--- src/rtl/tp_dis_loader.sv ---
// tp_dis_loader: streams packed 64-bit words of the two-point distance table
// into the replica-node write broadcast, generating triangular addresses
// (j-major, address = j(j-1)/2 + i) so software never computes them.
//
// Handshake: a word on s_data is transferred in any cycle where
// s_valid && s_ready are both high at the rising edge of clk. s_ready is
// combinational from stall and never depends on s_valid; the source may hold
// s_valid high for as long as it likes and must keep s_data stable until the
// transfer happens.
module tp_dis_loader #(
  parameter int CITY_NUM_LOG = 7,
  parameter int DATA_W       = 16
) (
  input  logic                      clk,
  input  logic                      reset,
  input  logic                      start,
  input  logic [CITY_NUM_LOG:0]     city_num,
  input  logic                      s_valid,
  output logic                      s_ready,
  input  logic [63:0]               s_data,
  input  logic                      stall,
  output logic                      tp_dis_write,
  output logic [2*CITY_NUM_LOG-2:0] tp_dis_waddr,
  output logic [DATA_W-1:0]         tp_dis_wdata,
  output logic                      busy,
  output logic                      done,
  output logic                      err,
  output logic [1:0]                dbg_state,
  output logic [CITY_NUM_LOG:0]     dbg_i,
  output logic [CITY_NUM_LOG:0]     dbg_j
);

  localparam int AW      = 2*CITY_NUM_LOG-1;   // address width
  localparam int CW      = 2*CITY_NUM_LOG;     // entry / word counter width
  localparam int JW      = CITY_NUM_LOG+1;     // i/j counter width (j reaches N)
  localparam int LANES   = 64/DATA_W;
  localparam int LANE_SH = $clog2(LANES);
  localparam int LANE_W  = (LANE_SH > 0) ? LANE_SH : 1;

  localparam logic [JW-1:0]     N_MAX     = {1'b1, {CITY_NUM_LOG{1'b0}}};
  localparam logic [JW-1:0]     N_MIN     = JW'(2);
  localparam logic [LANE_W-1:0] LAST_LANE = LANE_W'(LANES-1);

  typedef enum logic [1:0] {
    S_IDLE = 2'd0,
    S_LOAD = 2'd1,
    S_FIN  = 2'd2
  } state_t;

  state_t              state_q, state_d;

  // load geometry, captured on a legal start
  logic [CW-1:0]       words_total_q;
  logic [CW-1:0]       words_taken_q;
  logic [CW-1:0]       remain_q;

  // address generation
  logic [AW-1:0]       addr_q;
  logic [JW-1:0]       i_q;
  logic [JW-1:0]       j_q;

  // one-word holding register and the lane being written from it
  logic                hold_valid_q;
  logic [63:0]         hold_data_q;
  logic [LANE_W-1:0]   lane_q;

  logic                err_q;

  // combinational helpers
  logic [CW-1:0]       prod;
  logic [CW-1:0]       p_calc;
  logic [CW-1:0]       w_calc;
  logic                n_ok;
  logic                start_legal;
  logic                start_reject;
  logic                last_lane;
  logic                issue;
  logic                accept;

  // P = N(N-1)/2 and W = ceil(P/LANES); only meaningful for legal N
  assign prod   = CW'(city_num) * CW'(city_num - JW'(1));
  assign p_calc = prod >> 1;
  assign w_calc = (p_calc + CW'(LANES-1)) >> LANE_SH;

  // a start is only honoured from IDLE with 2 <= N <= 2^CITY_NUM_LOG;
  // anything else (bad N, or start during LOAD/FIN) only raises err
  assign n_ok         = (city_num >= N_MIN) && (city_num <= N_MAX);
  assign start_legal  = start && (state_q == S_IDLE) && n_ok;
  assign start_reject = start && !start_legal;

  // the holding register frees after its last lane or after the final entry
  assign last_lane = (lane_q == LAST_LANE) || (remain_q == CW'(1));
  assign accept    = s_valid && s_ready;

  // next-state and handshake/strobe decode
  always_comb begin
    state_d      = state_q;
    busy         = 1'b0;
    done         = 1'b0;
    s_ready      = 1'b0;
    issue        = 1'b0;
    tp_dis_write = 1'b0;
    case (state_q)
      S_IDLE: begin
        if (start_legal) state_d = S_LOAD;
      end
      S_LOAD: begin
        busy         = 1'b1;
        issue        = hold_valid_q && !stall;
        tp_dis_write = issue;
        s_ready      = (words_taken_q < words_total_q) &&
                       (!hold_valid_q || (last_lane && !stall));
        if (issue && (remain_q == CW'(1))) state_d = S_FIN;
      end
      S_FIN: begin
        done    = 1'b1;
        state_d = S_IDLE;
      end
      default: state_d = S_IDLE;
    endcase
  end

  // FSM state register
  always_ff @(posedge clk) begin
    if (reset) state_q <= S_IDLE;
    else       state_q <= state_d;
  end

  // sticky error flag: set by any rejected start, cleared by a legal one
  always_ff @(posedge clk) begin
    if (reset)             err_q <= 1'b0;
    else if (start_legal)  err_q <= 1'b0;
    else if (start_reject) err_q <= 1'b1;
  end

  // load geometry and word accounting
  always_ff @(posedge clk) begin
    if (reset) begin
      words_total_q <= '0;
      words_taken_q <= '0;
    end else if (start_legal) begin
      words_total_q <= w_calc;
      words_taken_q <= '0;
    end else if (accept) begin
      words_taken_q <= words_taken_q + CW'(1);
    end
  end

  // holding register: load on transfer, step lanes on each issued write
  always_ff @(posedge clk) begin
    if (reset) begin
      hold_valid_q <= 1'b0;
      hold_data_q  <= '0;
      lane_q       <= '0;
    end else if (start_legal) begin
      hold_valid_q <= 1'b0;
      lane_q       <= '0;
    end else if (accept) begin
      hold_valid_q <= 1'b1;
      hold_data_q  <= s_data;
      lane_q       <= '0;
    end else if (issue) begin
      if (last_lane) begin
        hold_valid_q <= 1'b0;
        lane_q       <= '0;
      end else begin
        lane_q <= lane_q + LANE_W'(1);
      end
    end
  end

  // address, (i, j) and remaining-entry counters advance once per issued write
  always_ff @(posedge clk) begin
    if (reset) begin
      addr_q   <= '0;
      i_q      <= '0;
      j_q      <= '0;
      remain_q <= '0;
    end else if (start_legal) begin
      addr_q   <= '0;
      i_q      <= '0;
      j_q      <= JW'(1);
      remain_q <= p_calc;
    end else if (issue) begin
      addr_q   <= addr_q + AW'(1);
      remain_q <= remain_q - CW'(1);
      if ((i_q + JW'(1)) == j_q) begin
        i_q <= '0;
        j_q <= j_q + JW'(1);
      end else begin
        i_q <= i_q + JW'(1);
      end
    end
  end

  assign tp_dis_waddr = addr_q;
  assign tp_dis_wdata = hold_data_q[DATA_W*int'(lane_q) +: DATA_W];
  assign err          = err_q;
  assign dbg_state    = state_q;
  assign dbg_i        = i_q;
  assign dbg_j        = j_q;

endmodule

--- config.mk ---
export PLATFORM = sky130hd
export DESIGN_NAME = tp_dis_loader
export DESIGN_NICKNAME = d
export VERILOG_FILES = /design/src/rtl/tp_dis_loader.sv
export SDC_FILE = /design/constraint.sdc
export NUM_CORES = 1
export LEC_CHECK = 0
export CAP_MARGIN = 20
export CELL_PAD_IN_SITES_DETAIL_PLACEMENT = 0
export CELL_PAD_IN_SITES_GLOBAL_PLACEMENT = 2
export CORE_UTILIZATION = 40
export DETAILED_ROUTE_END_ITERATION = 10
export DONT_BUFFER_PORTS = 1
export GPL_TIMING_DRIVEN = 0
export PLACE_DENSITY_LB_ADDON = 0.1
export SYNTH_ARGS = -nofsm -noshare
export SYNTH_HDL_FRONTEND = slang
export SYNTH_SLANG_ARGS = --single-unit
--- constraint.sdc ---
create_clock -name clk -period 9.2 [get_ports clk]
set_input_delay 1.38 -clock clk [delete_from_list [all_inputs] [get_ports clk]]
set_output_delay 1.38 -clock clk [all_outputs]
set_load 0.005 [all_outputs]
Yosys cells after proc, flatten, opt, wreduce, memory -nomap -nowiden --
Cells that the tools add are included.
Word-level totals: register bits after elaboration 139, logic and storage cells 77
Operators by class: $add $sub $neg 8, magnitude comparators 3, shift-type cells 1, equality and inequality tests 7, multipliers 1, multiplexer cells 17, reductions and logical operators 26, bitwise logic cells 1
Operators by type and width (number):
- $shiftx A64 B7 Y16 | 1
- $mux W13 | 2
- $add A8 B1 Y8 const B | 2
- $add A13 B2 Y14 const B | 1
- $add A14 B1 Y14 const B | 1
- $eq A14 B1 Y1 const B | 1
- $lt A14 B12 Y1 | 1
- $mul A9 B9 Y14 | 1
- $sub A14 B1 Y14 const B | 1
- $add A13 B1 Y13 const B | 1
- $mux W1 | 10
- $reduce_and A2 Y1 | 5
- $logic_and A1 B1 Y1 | 9
- $sub A8 B1 Y9 const B | 1
- $eq A8 B8 Y1 | 1
- $ge A8 B2 Y1 const B | 1
- $le A8 B8 Y1 const B | 1
- $mux W8 | 1
- $reduce_bool A2 Y1 | 4
- $mux W2 | 3
- $eq A2 B2 Y1 const B | 2
- $ne A2 B2 Y1 const B | 2
- $pmux W2 S2 | 1
- $logic_not A1 Y1 | 3
- other kinds (7) | 8

Longest topological paths before layout --
word-level depth 9, mapped depth 24, depth with buffers taken out 23

Least setup slack after synthesis --
Ideal clock, no wire load.
path kind input port to flip-flop, from input port city_num[0], to register words_total_q[10], slack 1.616 ns, required time 9.114 ns, data arrival time 7.499 ns, cell stages on the path 23, cells stage by stage inv_1 -> clkbuf_1 -> ha_1 -> or3b_4 -> or3_1 -> ha_1 -> nand2b_1 -> fa_1 -> fa_1 -> inv_1 -> fa_1 -> fa_1 -> inv_1 -> fa_1 -> inv_1 -> ha_1 -> o21ai_0 -> o21ai_1 -> nand2_1 -> o311ai_1 -> nand4_1 -> xor2_1 -> a211oi_1
On the way: longest elaborated chain between the ends 3
Ends and longest elaborated chain:
- start, declared | line 17 | input logic [CITY_NUM_LOG:0] city_num,
- $sub A8 B1 Y9, or another cell as far along | line 81 | assign prod = CW'(city_num) * CW'(city_num - JW'(1));
- $mul A9 B9 Y14 / $logic_and A1 B1 Y1 (equally long branches) | line 81, 87
- $add A13 B2 Y14 / $logic_and A1 B1 Y1 (equally long branches) | line 83, 88
- end signal, assigned | line 142 | words_total_q <= w_calc;
- end, declared | line 53 | logic [CW-1:0] words_total_q;
Several ways; a longest one is shown, not always the timed one. A chain may end at the register's enable or synchronous reset.

Worst setup path in the final report --
Ends and elaborated chain as after synthesis.

==> out/results.tsv <==
stage	metric	value	unit
clock_network	H-tree depth	4	
layout	layout cells sized above 1	7.75	%
die	Initial Util	41.0	%
timing	Slew @ Worst Pin	792	ps
place	GPL Wtd Cong	0.775	
critical_path	CP peak stage delay	660	ps
drt	vias per cell	5.08	
place	Setup WS pre-CTS	756	ps
critical_path	cell family with most CP delay	adder cells	
critical_path	critical path data arrival time	8330	ps
critical_path	Crit path buffers/inverters	5	
clock_network	clk_lat worst skew	430	ps
layout	area of the multi-input gates	6260	µm²
grt	GRT overflow	0	
timing	FMAX	125	MHz
status	status	completed	
clock_network	CTS Buf Count	17	
layout	Filler cells	2414	
layout	Area Growth Syn to Fin	10.2	%
critical_path	CP startpoint kind	input port	
power	VDD IR max	0.276	mV
die	std cell rows	56	
drt	ANT nets after route	0	
logic_synthesis	Area contributors post-synth	dfxtp_1 (29%), nand2b_1 (9.5%), fa_1 (8.7%), ha_1 (7.6%), mux2i_1 (7.1%)	
die	I/O Pins	129	
timing	Final Slew Violations	0	
logic_synthesis	syn nets	1243	
critical_path	slowest stage cell, crit path	o311ai_1	
logic_synthesis	synthesized flop and latch total	139	
layout	Reg area	2780	µm²
logic_synthesis	register area share after synthesis	28.8	%
power	P_leak	4.12	nW
timing	Final setup viols	0	
layout	Finished Cell Area	10600	µm²
drt	post-DR wirelength/cell	17.3	µm
critical_path	crit-path most repeated cell	fa_1	
layout	final core occ	45.2	%
die	core area	23500	µm²
critical_path	crit-path cells	inv_1 > clkbuf_1 > ha_1 > or3b_4 > or3_1 > ha_1 > nand2b_1 > fa_1 > fa_1 > inv_1 > fa_1 > fa_1 > inv_1 > fa_1 > inv_1 > ha_1 > o21ai_0 > o21ai_1 > nand2_1 > o311ai_1 > nand4_1 > xor2_1 > a211oi_1	
logic_synthesis	cell taking the most area after synthesis	dfxtp_1	
power	Power Density	206	nW/µm²
worst_hold_path	Hold WC Path Type	flop to flop	
logic_synthesis	top cell type's share of synthesized area	28.8	%
clock_network	CTS tree	yes	
logic_synthesis	Syn Area/Cell	9.06	µm²
timing	final setup margin	1220	ps
drt	routed wire length	24500	µm
layout	nets	1262	
logic_synthesis	Synth Flop Type	dfxtp_1	
layout	ant diodes	0	
run	Max Cap Viol	0	
timing	clk_skew	13.4	ps
timing	RSZ-0062 raised after global routing	false	
timing	Final period util	86.8	%
clock_network	Post-CTS Hold Fix Bufs	0	
grt	GRT Util Overall	20.7	%
critical_path	worst path required time	9550	ps
clock_network	CTS Sinks	139	
place	IO Port Bufs	0	
clock_network	Setup Fix Bufs, Post-CTS	0	
timing	Final Hold Viols	0	
drt	initial DRC count	384	
timing	setup_tns	0	ps
clock_network	Clock Tree Buf Depth	2	
grt	initial antenna violation count	0	
layout	fin cells	1416	
die	die width	157	µm
timing	Slew headroom	47.2	%
critical_path	largest fanout on the critical path	11	
critical_path	Crit. End Element	flop	
clock_network	root buffer cell	clkbuf_16	
place	Post-DP Area	10100	µm²
logic_synthesis	Post-synth EDFFs	0	
place	cell count after placement	1384	
logic_synthesis	Distinct cells, synth	66	
clock_network	post-CTS sizing	0	
drt	Pre-antenna DRT Iters	5	
die	Die H	157	µm
critical_path	critical path class	input port to flop	
logic_synthesis	Post-Syn Instances	1065	
clock_network	clock-pin transition on the worst setup and hold timing paths	70	ps
logic_synthesis	Synth Cell Area	9650	µm²
drt	vias	7189	
logic_synthesis	Async SR Flop Fraction	0	%
die	DIE AREA	24800	µm²
place	HPWL Detailed	18800	µm
timing	clock period minus final worst setup slack	7980	ps
grt	first-pass GRT wire length	39600	µm
grt	number of global-route vias before repair	7250	
drt	DRC viols	0	
logic_synthesis	Ys Warns	0	
grt	pin count of the biggest net entering global routing	17	
cell usage after synthesis, types with 3 or more instances:
cell type and number:
nand4_1 14, a21o_1 4, mux2i_1 68, a2111o_1 9, o21ai_0 21, xor2_1 27
and3_1 14, and4_1 3, a21oi_1 44, nor2_1 79, nand3_1 27, nor2b_1 17
and2_1 9, or3_1 10, inv_1 82, clkbuf_1 34, nand3b_1 3, buf_6 5
nor3_1 13, buf_4 9, nor4_1 3, xnor2_1 27, ha_1 59, buf_2 9
mux4_2 16, nand2_1 61, a211oi_1 16, o21ai_1 6, nand2b_1 147, fa_1 42
a31oi_1 5, dfxtp_1 139
stage by stage:
step           total power [mW]  hold WS (ps)
6_report                   2.19           453
5_1_grt                    2.35           474
4_1_cts                    2.22           456
3_5_place_dp               1.52           448
3_3_place_gp               1.51           444
2_1_floorplan              1.32           432
final timing paths:
| path | startpoint | end | slack, ps | cells past startpoint |
|---|---|---|---|---|
| worst min register to register | words_total_q[4] | words_total_q[4] | 450 | 2 |
| worst min-delay path | words_total_q[4] | words_total_q[4] | 450 | 2 |
| worst max register to register | dbg_state[0] | dbg_j[3] | 6420 | 8 |
| worst max-delay path | city_num[0] | words_total_q[10] | 1220 | 23 |
area by class of cell:
class                      instances  area share (%)
inverter                          82            2.89
clock buffer                      18            4.13
clock inverter                    14            1.40
buffer                            59            2.86
tap                              319            3.75
sequential                       139            26.2
multi-input combinational        785            58.8
metal layers:
metal  vias to the layer above  track usage (%)  wire length, µm  share of wire (%)
li1                       3640                -                -                  -
met1                      3402             28.3            12100                 49
met2                       125             33.9            11200                 46
met3                        22             3.39              997                4.1
met4                         0             4.90              223               0.91
met5                         -                0                0                  0
cell usage in the layout (no fill, tap or decap), types with 34 or more instances in the layout:
master,instances
nand2_1,61
clkbuf_1,34
nand2b_1,147
fa_1,42
dfxtp_1,139
nor2_1,79
a21oi_1,44
mux2i_1,68
ha_1,59
inv_1,82
logic make-up after synthesis:
kind of cell / share of synthesized area, %
AO/OA/AOI/OAI: 8.88
AND/OR/NAND/NOR: 23.9
multiplexers: 10.8
buffers and inverters: 6.34
XOR/XNOR: 4.90
flip-flops: 28.8
adder cells (fa/ha/maj): 16.4
tightest hold or removal path, cell delays in order (launching register included):
cell and delay, ps:
dfxtp_1 310, nand2_1 50, a21oi_1 50
state kept, by name (all words and copies together) (netlist names):
| signal | count |
|---|---|
| lane_q | 2 |
| err | 1 |
| remain_q | 14 |
| hold_data_q | 64 |
| dbg_i | 8 |
| hold_valid_q | 1 |
| dbg_j | 8 |
| dbg_state | 2 |
| tp_dis_waddr | 13 |
| words_taken_q | 14 |
| words_total_q | 12 |
report_power, final:
| group | switching [mW] | leakage [nW] | internal, mW |
|---|---|---|---|
| registers | 0.0239 | 1.13 | 0.636 |
| logic | 0.492 | 2.71 | 0.341 |
| clock network | 0.304 | 0.290 | 0.392 |
| total | 0.819 | 4.12 | 1.37 |
(Power assumes the default switching activity.)
